## src/rtl/bin2bcd_seq_if.sv

```systemverilog
// ============================================================================
// Module  : bin2bcd_seq_if
// Brief   : Request/result bundle between a binary source and bin2bcd_seq.
// Revision: 1.0 - initial release
// ============================================================================
`default_nettype none

interface bin2bcd_seq_if #(
  parameter int WIDTH  = 9,
  parameter int DIGITS = 3
);
  logic                  start;
  logic [WIDTH-1:0]      bin_in;
  logic                  busy;
  logic                  done;
  logic [4*DIGITS-1:0]   bcd_out;

  modport master (output start, bin_in, input busy, done, bcd_out);
  modport slave  (input start, bin_in, output busy, done, bcd_out);
endinterface

`default_nettype wire

```

## src/rtl/bin2bcd_seq.sv

```systemverilog
// ============================================================================
// Module  : bin2bcd_seq
// Brief   : Sequential double-dabble binary-to-BCD converter, one bit per clock.
//           Optional macro BIN2BCD_LEADING_BLANK_EN blanks leading zero digits.
// Revision: 1.0 - initial release
// ============================================================================
`default_nettype none

module bin2bcd_seq #(
  parameter int WIDTH  = 9,
  parameter int DIGITS = 3
) (
  input  wire           clk,
  input  wire           reset,
  bin2bcd_seq_if.slave  bus
);

  localparam int c_BCD_W  = 4 * DIGITS;
  localparam int c_ITER_W = $clog2(WIDTH + 1);
  localparam logic [c_ITER_W-1:0] c_LAST_ITER = c_ITER_W'(WIDTH - 1);

  typedef logic [c_BCD_W-1:0] bcd_t;

  function automatic longint pow10(input int n);
    longint p;
    p = 1;
    for (int i = 0; i < n; i++) p = p * 10;
    return p;
  endfunction

  generate
    if (pow10(DIGITS) <= ((longint'(1) << WIDTH) - 1)) begin : g_bad_digits
      $error("bin2bcd_seq: DIGITS too small to hold 2**WIDTH-1");
    end
  endgenerate

  typedef enum logic [1:0] {
    S_IDLE  = 2'd0,
    S_SHIFT = 2'd1,
    S_DONE  = 2'd2
  } state_t;

  state_t                r_state;
  state_t                w_state_nxt;
  logic [WIDTH-1:0]      r_bin_sh;
  bcd_t                  r_scratch;
  logic [c_ITER_W-1:0]   r_iter;
  bcd_t                  r_bcd;
  bcd_t                  w_adj;
  bcd_t                  w_shifted;
  bcd_t                  w_result;
  logic                  w_last;

  // Add-3 per digit, no carry between digits
  generate
    for (genvar d = 0; d < DIGITS; d++) begin : g_digit
      logic [3:0] w_dig;
      assign w_dig             = r_scratch[4*d +: 4];
      assign w_adj[4*d +: 4]   = (w_dig >= 4'd5) ? (w_dig + 4'd3) : w_dig;
    end
  endgenerate

  assign w_shifted = bcd_t'({w_adj, r_bin_sh[WIDTH-1]});
  assign w_last    = (r_iter == c_LAST_ITER);

`ifdef BIN2BCD_LEADING_BLANK_EN
  localparam bcd_t c_RST_BCD = bcd_t'({{(DIGITS-1){4'hF}}, 4'h0});

  always_comb begin
    logic w_lead;
    w_result = w_shifted;
    w_lead   = 1'b1;
    for (int d = DIGITS - 1; d >= 1; d--) begin
      if (w_lead && (w_shifted[4*d +: 4] == 4'd0)) begin
        w_result[4*d +: 4] = 4'hF;
      end else begin
        w_lead = 1'b0;
      end
    end
  end
`else
  localparam bcd_t c_RST_BCD = '0;

  assign w_result = w_shifted;
`endif

  always_comb begin
    w_state_nxt = r_state;
    unique case (r_state)
      S_IDLE:  if (bus.start) w_state_nxt = S_SHIFT;
      S_SHIFT: if (w_last)    w_state_nxt = S_DONE;
      S_DONE:                 w_state_nxt = S_IDLE;
      default:                w_state_nxt = S_IDLE;
    endcase
  end

  always_ff @(posedge clk or posedge reset) begin
    if (reset) begin
      r_state <= S_IDLE;
    end else begin
      r_state <= w_state_nxt;
    end
  end

  always_ff @(posedge clk or posedge reset) begin
    if (reset) begin
      r_bin_sh  <= '0;
      r_scratch <= '0;
      r_iter    <= '0;
      r_bcd     <= c_RST_BCD;
    end else begin
      case (r_state)
        S_IDLE: begin
          if (bus.start) begin
            r_bin_sh  <= bus.bin_in;
            r_scratch <= '0;
            r_iter    <= '0;
          end
        end
        S_SHIFT: begin
          r_scratch <= w_shifted;
          r_bin_sh  <= r_bin_sh << 1;
          r_iter    <= r_iter + c_ITER_W'(1);
          if (w_last) r_bcd <= w_result;
        end
        default: ;
      endcase
    end
  end

  assign bus.busy    = (r_state != S_IDLE);
  assign bus.done    = (r_state == S_DONE);
  assign bus.bcd_out = r_bcd;

endmodule

`default_nettype wire

```

## src/flat_wrapper.sv

```systemverilog
// flat-port wrapper written by rule: the top's interface ports become plain ports
module bin2bcd_seq_flat 
#(
  parameter int WIDTH  = 9,
  parameter int DIGITS = 3
)
  (clk, reset, bus_start, bus_bin_in, bus_busy, bus_done, bus_bcd_out);
  bin2bcd_seq_if #(.WIDTH(WIDTH), .DIGITS(DIGITS)) bus_i ();
  input  wire clk;
  input  wire reset;
  input wire logic [$bits(bus_i.start)-1:0] bus_start;
  input wire logic [$bits(bus_i.bin_in)-1:0] bus_bin_in;
  output wire logic [$bits(bus_i.busy)-1:0] bus_busy;
  output wire logic [$bits(bus_i.done)-1:0] bus_done;
  output wire logic [$bits(bus_i.bcd_out)-1:0] bus_bcd_out;
  assign bus_i.start = bus_start;
  assign bus_i.bin_in = bus_bin_in;
  assign bus_busy = bus_i.busy;
  assign bus_done = bus_i.done;
  assign bus_bcd_out = bus_i.bcd_out;
  bin2bcd_seq #(.WIDTH(WIDTH), .DIGITS(DIGITS)) u_core (.clk(clk), .reset(reset), .bus(bus_i));
endmodule
```

## config.mk

```make
export PLATFORM = sky130hd
export DESIGN_NAME = bin2bcd_seq_flat
export DESIGN_NICKNAME = d
export VERILOG_FILES = /design/src/rtl/bin2bcd_seq_if.sv /design/src/rtl/bin2bcd_seq.sv /design/src/flat_wrapper.sv
export SDC_FILE = /design/constraint.sdc
export NUM_CORES = 1
export LEC_CHECK = 0
export ABC_AREA = 1
export BUFFER_PORTS_ARGS = -buffer_cell sky130_fd_sc_hd__buf_2
export CAP_MARGIN = 20
export CELL_PAD_IN_SITES_DETAIL_PLACEMENT = 1
export CELL_PAD_IN_SITES_GLOBAL_PLACEMENT = 1
export CORE_MARGIN = 8
export CORE_UTILIZATION = 35
export DETAILED_ROUTE_END_ITERATION = 8
export HOLD_SLACK_MARGIN = 0.1
export PLACE_DENSITY = 0.64
export SLEW_MARGIN = 20
export SYNTH_ARGS = -nofsm -noshare
export SYNTH_HDL_FRONTEND = slang
export SYNTH_SLANG_ARGS = --single-unit
```

## constraint.sdc

```tcl
create_clock -name clk -period 1.6 [get_ports clk]
set_input_delay 0.24 -clock clk [delete_from_list [all_inputs] [get_ports clk]]
set_output_delay 0.24 -clock clk [all_outputs]
set_load 0.1 [all_outputs]
```

==> results of run 1 <==
## logic make-up after synthesis
group / Yosys count / share of synthesized area
AOI/OAI and AO/OA: 30 / 0.0838
xor gates and xnor gates: 1 / 0.00445
adders and majority gates: 8 / 0.0508
buffers and inverters: 42 / 0.0971
DFF: 39 / 0.495
and+or+nand+nor: 126 / 0.269
## layer usage
metal / global-route usage / share of wire / vias up
met5: 0 / 0 / -
met4: 0.0368 / 0.0097 / 0
met3: 0.0346 / 0.037 / 5
met2: 0.190 / 0.46 / 18
met1: 0.148 / 0.49 / 773
li1: - / - / 840
## cells in the final DEF, fill, tap and decap left out, drive strengths merged
cell and instances:
ha 8, nand2 91, dfrtp 39, inv 34, xnor2 1, clkbuf 8, buf 31, o21ai 24
dlygate4sd3 1, a21boi 3, nor2 4, o22ai 3, nand4 6, nand3 25
## area by class of cell
type	instances	share of cell area
Clock buffer	8	0.0434
Inverter	34	0.0554
Multi-Input combinational cell	165	0.350
Sequential cell	39	0.423
Tap cell	72	0.0391
Timing Repair Buffer	32	0.0890
## critical path, delay by kind of cell (launching register included)
family                 cells  cell delay (ps)
buffers and inverters      2              500
flip-flops                 1              440
AND/OR/NAND/NOR            1               60
## stage by stage
| stage | instances | utilization | instance area (um^2) | setup WS [ps] |
|---|---|---|---|---|
| 2_1_floorplan | 246 | - | 1970 | 133 |
| 3_3_place_gp | 341 | 0.401 | 2190 | 277 |
| 3_5_place_dp | 341 | 0.401 | 2190 | 235 |
| 4_1_cts | 350 | 0.421 | 2300 | 42.0 |
| 5_1_grt | 350 | 0.421 | 2300 | 29.3 |
| 6_report | 350 | 0.421 | 2300 | 68.5 |
## cell usage after synthesis
library cell | number | area share
xnor2_1 | 1 | 0.0044
o22ai_1 | 3 | 0.0095
nand2_1 | 90 | 0.17
a21boi_0 | 3 | 0.011
buf_6 | 3 | 0.017
nor2_1 | 3 | 0.0057
ha_1 | 8 | 0.051
buf_2 | 3 | 0.0076
buf_4 | 2 | 0.0076
inv_2 | 2 | 0.0038
dfrtp_1 | 39 | 0.50
o21ai_2 | 1 | 0.0044
o21ai_0 | 23 | 0.058
nor2_4 | 1 | 0.0057
nand3_1 | 25 | 0.063
inv_1 | 32 | 0.061
nand2_2 | 1 | 0.0032
nand4_1 | 6 | 0.019
## registers in the layout, indices dropped and copies added, names as in the netlist
name and count:
u_core.bus.bcd_out 12, u_core.r_scratch 12, u_core.r_bin_sh 9, u_core.r_iter 4
u_core.r_state 2
## path summary, 6_finish.rpt
path	start	endpoint	slack [ps]	cells after the start
min in group asynchronous	reset	u_core.r_bin_sh[3]$_DFFE_PP0P_	620	4
worst max-delay path	u_core.r_state[0]$_DFFE_PP0P_	bus_busy	70	3
max in group asynchronous	reset	u_core.r_scratch[0]$_DFFE_PP0P_	650	4
worst min register to register	u_core.bus.bcd_out[10]$_DFFE_PP0P_	u_core.bus.bcd_out[10]$_DFFE_PP0P_	470	2
worst min-delay path	bus_bin_in[0]	u_core.r_bin_sh[0]$_DFFE_PP0P_	200	3
worst max register to register	u_core.r_scratch[0]$_DFFE_PP0P_	u_core.bus.bcd_out[3]$_DFFE_PP0P_	240	7
==> results.md, run 1 <==
* Outcome: complete, no violations
* Clock transition at path regs at 70 ps
* Clock buffer depth at 2
* Post-synth design cell area at 1970 um^2
* CP arrival at 1290 ps
* Global route overflow at 0
* Post-synthesis sequential area ratio at 0.495
* Startpoint type of the worst setup path: register
* Fin Clk Skew at 1.63 ps
* Worst Path Required at 1360 ps
* # fillers at 709
* Highest clock rate at 653 MHz
* Die ar. at 8290 um^2
* Vias in the first global route at 1729
* Avg WL per Cell at 13.0 um
* Fin nets at 297
* Final hold vios at 0
* # hold bufs at CTS at 1
* Max-Slew Margin vs Limit at 0.671
* Final wirelength at 4550 um
* Setup repair bufs after CTS at 0
* RSZ-0062 raised after global routing: no
* Initial antenna violation count at 0
* # resized after CTS at 0
* Yosys reg bits at 39
* Clk Latency, worst-skew pair at 280 ps
* Total GRT Usage at 0.118
* Num rows at 27
* Crit end category: primary output
* Worst Hold Margin at 202 ps
* Pins Over Slew Limit at 0
* # IOs at 26
* Dpl hpwl at 3360 um
* Largest fanout on the critical path at 4
* Yosys cell types at 18
* CTS buffer count at 5
* First-pass GRT wire length at 8070 um
* Max cap viols at 0
* CTS tree: yes
* Die width at 91.0 um
* Crit share post-route at 0.957
* Fin Setup TNS at 0 ps
* H-tree Lvls at 2
* Worst-path cell chain: inv_1, nand2_1, buf_2
* Synth warn at 0
* Setup CP Type: reg -> out
* Core area at 5470 um^2
* Layout cells sized above 1 at 0.158
* Slew of the pin with the lowest slew margin at 494 ps
* Minimum clock period at 1530 ps
* Syn Inst Count at 246
* Antenna viol nets, final at 0
* Drt via density at 4.67
* DR iter-0 viols at 44
* Clk sink count at 39
* I/O Buffers at 25
* Min-Delay Path Class: in -> reg
* Routability cong. at 0.762
* Drt pass-1 iters at 4
* Final setup fails at 0
* Via count at 1636
* DRC violations left at 0
* Sequential cell area at 976 um^2
* Syn nets at 266
* Root Buffer Master: clkbuf_8
* Slowest cell on crit path: dfrtp_1
* Critical Path Max Stage Delay at 440 ps
* Antenna Cells at 0
* Die H at 91.0 um
* Multi-input gate area at 806 um^2
* Pin count of the biggest net entering global routing at 40
* Initial Util at 0.360
* Syn Area/Cell at 8.01 um^2
* Area Growth Syn to Fin at 17.0%
Power of run 1 is left out: the tool's default activity adds up to more than one toggle a clock period on the data nets, which glitch-free logic cannot reach.
==> inputs of run 2 (changes only) <==
--- a/config.mk
+++ b/config.mk
@@ -11,10 +11,10 @@
 export CELL_PAD_IN_SITES_DETAIL_PLACEMENT = 1
 export CELL_PAD_IN_SITES_GLOBAL_PLACEMENT = 1
 export CORE_MARGIN = 8
-export CORE_UTILIZATION = 35
+export CORE_UTILIZATION = 42
 export DETAILED_ROUTE_END_ITERATION = 8
 export HOLD_SLACK_MARGIN = 0.1
-export PLACE_DENSITY = 0.64
+export PLACE_DENSITY = 0.75
 export SLEW_MARGIN = 20
 export SYNTH_ARGS = -nofsm -noshare
 export SYNTH_HDL_FRONTEND = slang
==> run 2 against run 1 <==
Non-clock buffer count decreased by 1; utilization up 6.5 points; via count is 0.24% higher; hold slack lost 13 ps; first-iteration DRC count rose by 36%; highest routed layer unchanged.
==> results.md, run 2 (synthesis gave the netlist of run 1 again) <==
* Layout cells sized above 1 at 0.155 (was 0.158)
* Total GRT Usage at 0.141 (was 0.118)
* CTS tree: yes (unchanged)
* Outcome: complete, no violations (unchanged)
* DRC violations left at 0 (unchanged)
* Num rows at 25 (was 27)
* Startpoint type of the worst setup path: register (unchanged)
* Most common cell after layout, fill and taps aside: nand2_1 (unchanged)
* Clk Latency, worst-skew pair at 290 ps (was 280 ps)
* I/O Buffers at 25 (unchanged)
* Worst-path cell chain: nor2_2, buf_2 (was inv_1, nand2_1, buf_2)
* Global route overflow at 0 (unchanged)
* Slew of the pin with the lowest slew margin at 555 ps (was 494 ps)
* Routability cong. at 0.833 (was 0.762)
* Layout Cells excl Fill at 331 (was 350)
* Via count at 1640 (was 1636)
* Critical Path Max Stage Delay at 440 ps (about the same)
* Initial antenna violation count at 0 (unchanged)
* # IOs at 26 (unchanged)
* Crit end category: primary output (unchanged)
* Pin count of the biggest net entering global routing at 40 (unchanged)
* Slowest cell on crit path: dfrtp_1 (unchanged)
* Fin Clk Skew at 3.30 ps (was 1.63 ps)
* Root Buffer Master: clkbuf_8 (unchanged)
* Final hold vios at 0 (unchanged)
* Crit share post-route at 0.941 (was 0.957)
* Avg WL per Cell at 13.7 um (was 13.0 um)
* Core area at 4630 um^2 (was 5470 um^2)
* Drt via density at 4.95 (was 4.67)
* Most frequent cells in the layout: nand2_1 (90), dfrtp_1 (39), inv_1 (32), nand3_1 (25), buf_2 (24) (was nand2_1 (90), dfrtp_1 (39), inv_1 (32), nand3_1 (25), buf_2 (25))
* Antenna viol nets, final at 0 (unchanged)
* Placed insts at 322 (was 341)
* Final wirelength at 4520 um (was 4550 um)
* DR iter-0 viols at 60 (was 44)
* Die H at 84.5 um (was 91.0 um)
* First-pass GRT wire length at 8160 um (was 8070 um)
* Dpl hpwl at 3290 um (was 3360 um)
* Area Growth Syn to Fin at 14.3% (was 17.0%)
* Largest fanout on the critical path at 4 (unchanged)
* CTS buffer count at 5 (unchanged)
* Vias in the first global route at 1797 (was 1729)
* Die width at 84.5 um (was 91.0 um)
* Max cap viols at 0 (unchanged)
* Min-Delay Path Class: in -> reg (unchanged)
* Clock transition at path regs at 80 ps (was 70 ps)
* RSZ-0062 raised after global routing: no (unchanged)
* Pins Over Slew Limit at 0 (unchanged)
* Fin nets at 296 (was 297)
* Antenna Cells at 0 (unchanged)
* Fin Setup TNS at 0 ps (unchanged)
* Post-layout util at 0.486 (was 0.421)
* Worst Path Required at 1360 ps (about the same)
* H-tree Lvls at 2 (unchanged)
* Max-Slew Margin vs Limit at 0.630 (was 0.671)
* Minimum clock period at 1510 ps (was 1530 ps)
* Highest clock rate at 664 MHz (was 653 MHz)
* CP arrival at 1270 ps (was 1290 ps)
* Setup CP Type: reg -> out (unchanged)
* Worst Hold Margin at 189 ps (was 202 ps)
* Setup repair bufs after CTS at 0 (unchanged)
* Final setup fails at 0 (unchanged)
* Die ar. at 7140 um^2 (was 8290 um^2)
* Clock buffer depth at 2 (unchanged)
* Drt pass-1 iters at 4 (unchanged)
* Clk sink count at 39 (unchanged)
* Initial Util at 0.426 (was 0.360)
## run 2: cell count changes in the layout (fill, tap and decap cells not counted)
cell,before,now
buf_12,2,0
buf_2,25,24
buf_4,4,5
clkbuf_4,0,1
## run 2: worst max-delay path, delay by kind of cell (launching register included)
| kind | cells | cell delay, ps |
|---|---|---|
| flip-flops | 1 | 440 |
| buffers and inverters | 1 | 420 |
| AND/OR/NAND/NOR | 1 | 110 |
## run 2: timing repair
action / CTS / global route
resized for setup: 0 / 1
endpoints found under the hold margin: 39 / 0
setup endpoints to repair: 0 / 1
hold buffers: 1 / 0
## run 2: per-stage QoR
stage / setup slack (ps) / area, um^2
after floorplan: 133 / 1970
after global placement: 194 / 2140
after detailed placement: 170 / 2140
after CTS: 35.1 / 2250
after global routing: 3.76 / 2250
final: 94.1 / 2250
## run 2: final cells by class
cell class,count,area (um^2)
sequential,39,976
timing repair buffer,31,175
inverter,34,128
tap,54,67.6
fill,588,2380
clock buffer,8,100
multi-input combinational,165,806
## run 2: final timing paths
| path | start | end | slack (ps) | depth (start not counted) |
|---|---|---|---|---|
| hold / removal | bus_bin_in[0] | u_core.r_bin_sh[0]$_DFFE_PP0P_ | 190 | 3 |
| max in group asynchronous | reset | u_core.r_iter[3]$_DFFE_PP0P_ | 630 | 4 |
| setup / recovery | u_core.r_state[0]$_DFFE_PP0P_ | bus_done | 90 | 2 |
| setup reg to reg | u_core.r_iter[0]$_DFFE_PP0P_ | u_core.bus.bcd_out[0]$_DFFE_PP0P_ | 180 | 7 |
| min in group asynchronous | reset | u_core.r_bin_sh[4]$_DFFE_PP0P_ | 600 | 4 |
| hold reg to reg | u_core.bus.bcd_out[7]$_DFFE_PP0P_ | u_core.bus.bcd_out[7]$_DFFE_PP0P_ | 480 | 2 |
## run 2: layer usage
| layer | up-vias | track usage | wire length (um) | share of wire |
|---|---|---|---|---|
| met5 | - | 0 | 0 | 0 |
| met4 | 0 | 0.0437 | 40 | 0.0089 |
| met3 | 5 | 0.0380 | 148 | 0.033 |
| met2 | 23 | 0.246 | 2210 | 0.49 |
| met1 | 773 | 0.163 | 2130 | 0.47 |
| li1 | 839 | - | - | - |
Power of run 2 is left out for the same reason.
==> inputs of run 3 (changes only) <==
--- a/config.mk
+++ b/config.mk
@@ -6,7 +6,7 @@
 export NUM_CORES = 1
 export LEC_CHECK = 0
 export ABC_AREA = 1
-export BUFFER_PORTS_ARGS = -buffer_cell sky130_fd_sc_hd__buf_2
+export BUFFER_PORTS_ARGS = -buffer_cell sky130_fd_sc_hd__buf_4
 export CAP_MARGIN = 20
 export CELL_PAD_IN_SITES_DETAIL_PLACEMENT = 1
 export CELL_PAD_IN_SITES_GLOBAL_PLACEMENT = 1
==> run 3 against run 2 <==
First-iteration DRC count decreased by 5.0%; non-clock buffer count unchanged; worst setup slack better by 63 ps; clock skew is 1.7 ps lower; fmax rose by 4.4%; hold slack about the same; highest routed layer unchanged; global-route usage shrank 0.23 points; count of clock-buffer cells in the layout decreased by 2; utilization rose by 1.7 points.
==> results.md, run 3 (synthesis gave the netlist of run 1 again) <==
* Clk sink count at 39 (unchanged)
* Root Buffer Master: clkbuf_8 (unchanged)
* Num rows at 25 (unchanged)
* # fillers at 600 (was 588)
* Area Growth Syn to Fin at 18.2% (was 14.3%)
* Outcome: complete, no violations (unchanged)
* Dpl hpwl at 3210 um (was 3290 um)
* Fin Setup TNS at 0 ps (unchanged)
* Setup crit start: u_core.r_iter[1]$_DFFE_PP0P_ (was u_core.r_state[0]$_DFFE_PP0P_)
* Pin count of the biggest net entering global routing at 40 (unchanged)
* Crit share post-route at 0.902 (was 0.941)
* Drt via density at 5.03 (was 4.95)
* Worst Path Required at 1780 ps (was 1360 ps)
* Total GRT Usage at 0.139 (was 0.141)
* Slew of the pin with the lowest slew margin at 572 ps (was 555 ps)
* Drt pass-1 iters at 4 (unchanged)
* Fin nets at 296 (unchanged)
* DR iter-0 viols at 57 (was 60)
* Avg WL per Cell at 13.5 um (was 13.7 um)
* Antenna Cells at 0 (unchanged)
* Clock buffer depth at 2 (unchanged)
* # IOs at 26 (unchanged)
* Crit end category: register (was primary output)
* Die ar. at 7140 um^2 (unchanged)
* R2r startpoint: u_core.r_iter[1]$_DFFE_PP0P_ (was u_core.r_iter[0]$_DFFE_PP0P_)
* Routability cong. at 0.825 (was 0.833)
* Reg2Reg Capture Point: u_core.bus.bcd_out[0]$_DFFE_PP0P_ (unchanged)
* First-pass GRT wire length at 8000 um (was 8160 um)
* Startpoint type of the worst setup path: register (unchanged)
* Most common cell after layout, fill and taps aside: nand2_1 (unchanged)
* Most frequent cells in the layout: nand2_1 (90), dfrtp_1 (39), inv_1 (32), buf_4 (30), nand3_1 (25) (was nand2_1 (90), dfrtp_1 (39), inv_1 (32), nand3_1 (25), buf_2 (24))
* Minimum clock period at 1440 ps (was 1510 ps)
* Vias in the first global route at 1733 (was 1797)
* Die width at 84.5 um (unchanged)
* Largest fanout on the critical path at 13 (was 4)
* Min-Delay Path Class: in -> reg (unchanged)
* Via count at 1665 (was 1640)
* Max cap viols at 0 (unchanged)
* Die H at 84.5 um (unchanged)
* Max-Slew Margin vs Limit at 0.618 (was 0.630)
* Fin Clk Skew at 1.57 ps (was 3.30 ps)
* I/O Buffers at 25 (unchanged)
* Clock transition at path regs at 80 ps (about the same)
* Worst reg2reg setup slack at 160 ps (was 180 ps)
* Final wirelength at 4480 um (was 4520 um)
* RSZ-0062 raised after global routing: no (unchanged)
* Initial antenna violation count at 0 (unchanged)
* CP arrival at 1620 ps (was 1270 ps)
* Pins Over Slew Limit at 0 (unchanged)
* Multi-input gate area at 806 um^2 (unchanged)
* CTS tree: yes (unchanged)
* Setup CP Type: reg -> reg (was reg -> out)
* Final setup fails at 0 (unchanged)
* Global route overflow at 0 (unchanged)
* Antenna viol nets, final at 0 (unchanged)
* Clk Latency, worst-skew pair at 290 ps (about the same)
* Cell depth of the worst flop-to-flop path at 7 (unchanged)
* Layout cells sized above 1 at 0.159 (was 0.155)
* Highest clock rate at 693 MHz (was 664 MHz)
* H-tree Lvls at 2 (unchanged)
* Critical Path Sink: u_core.bus.bcd_out[0]$_DFFE_PP0P_ (was bus_done)
* DRC violations left at 0 (unchanged)
* Core area at 4630 um^2 (unchanged)
* CTS buffer count at 5 (unchanged)
* Initial Util at 0.426 (unchanged)
* Sequential cell area at 976 um^2 (unchanged)
* Post-layout util at 0.503 (was 0.486)
* Final hold vios at 0 (unchanged)
-- run 3: layout make-up --
cell class	count	area share
multi-input combinational	165	0.346
clock inverter	2	0.0150
clock buffer	6	0.0354
timing repair buffer	31	0.101
sequential	39	0.419
tap	54	0.0290
inverter	34	0.0548
-- run 3: timing repair --
item | in CTS | in global routing
resized for setup | 0 | 0
setup buffers | 0 | 0
hold buffers | 1 | 0
endpoints found under the hold margin | 39 | 0
-- run 3: worst min path at each step --
stage / start / end / slack [ps] / depth (start not counted)
floorplan: bus_bin_in[0] / u_core.r_bin_sh[0]$_DFFE_PP0P_ / 390 / 2
global placement: reset / u_core.r_scratch[2]$_DFFE_PP0P_ / 400 / 3
detailed placement: reset / u_core.r_bin_sh[4]$_DFFE_PP0P_ / 400 / 3
CTS: bus_bin_in[0] / u_core.r_bin_sh[0]$_DFFE_PP0P_ / 190 / 3
global route: bus_bin_in[0] / u_core.r_bin_sh[0]$_DFFE_PP0P_ / 230 / 3
finish: bus_bin_in[0] / u_core.r_bin_sh[0]$_DFFE_PP0P_ / 190 / 3
-- run 3: stage by stage --
step | setup WS, ps | hold WS (ps) | area (um^2) | cells
global placement | 196 | 404 | 2200 | 322
detailed placement | 194 | 402 | 2200 | 322
global route | 14.5 | 233 | 2330 | 331
CTS | 169 | 190 | 2330 | 331
floorplan | 133 | 387 | 1970 | 246
finish | 157 | 189 | 2330 | 331
-- run 3: critical path, cell delays in order (launching register included) --
cell and delay [ps]:
dfrtp_1 410, inv_1 90, ha_1 140, nand3_1 140
nor2_4 220, inv_2 170, nand2_1 80, o21ai_0 70
-- run 3: per-layer routing --
metal / part of all wire / global-route usage
met1: 0.48 / 0.168
met5: 0 / 0
met4: 0.018 / 0.0550
met2: 0.46 / 0.222
met3: 0.041 / 0.0449
Power of run 3 is left out for the same reason.
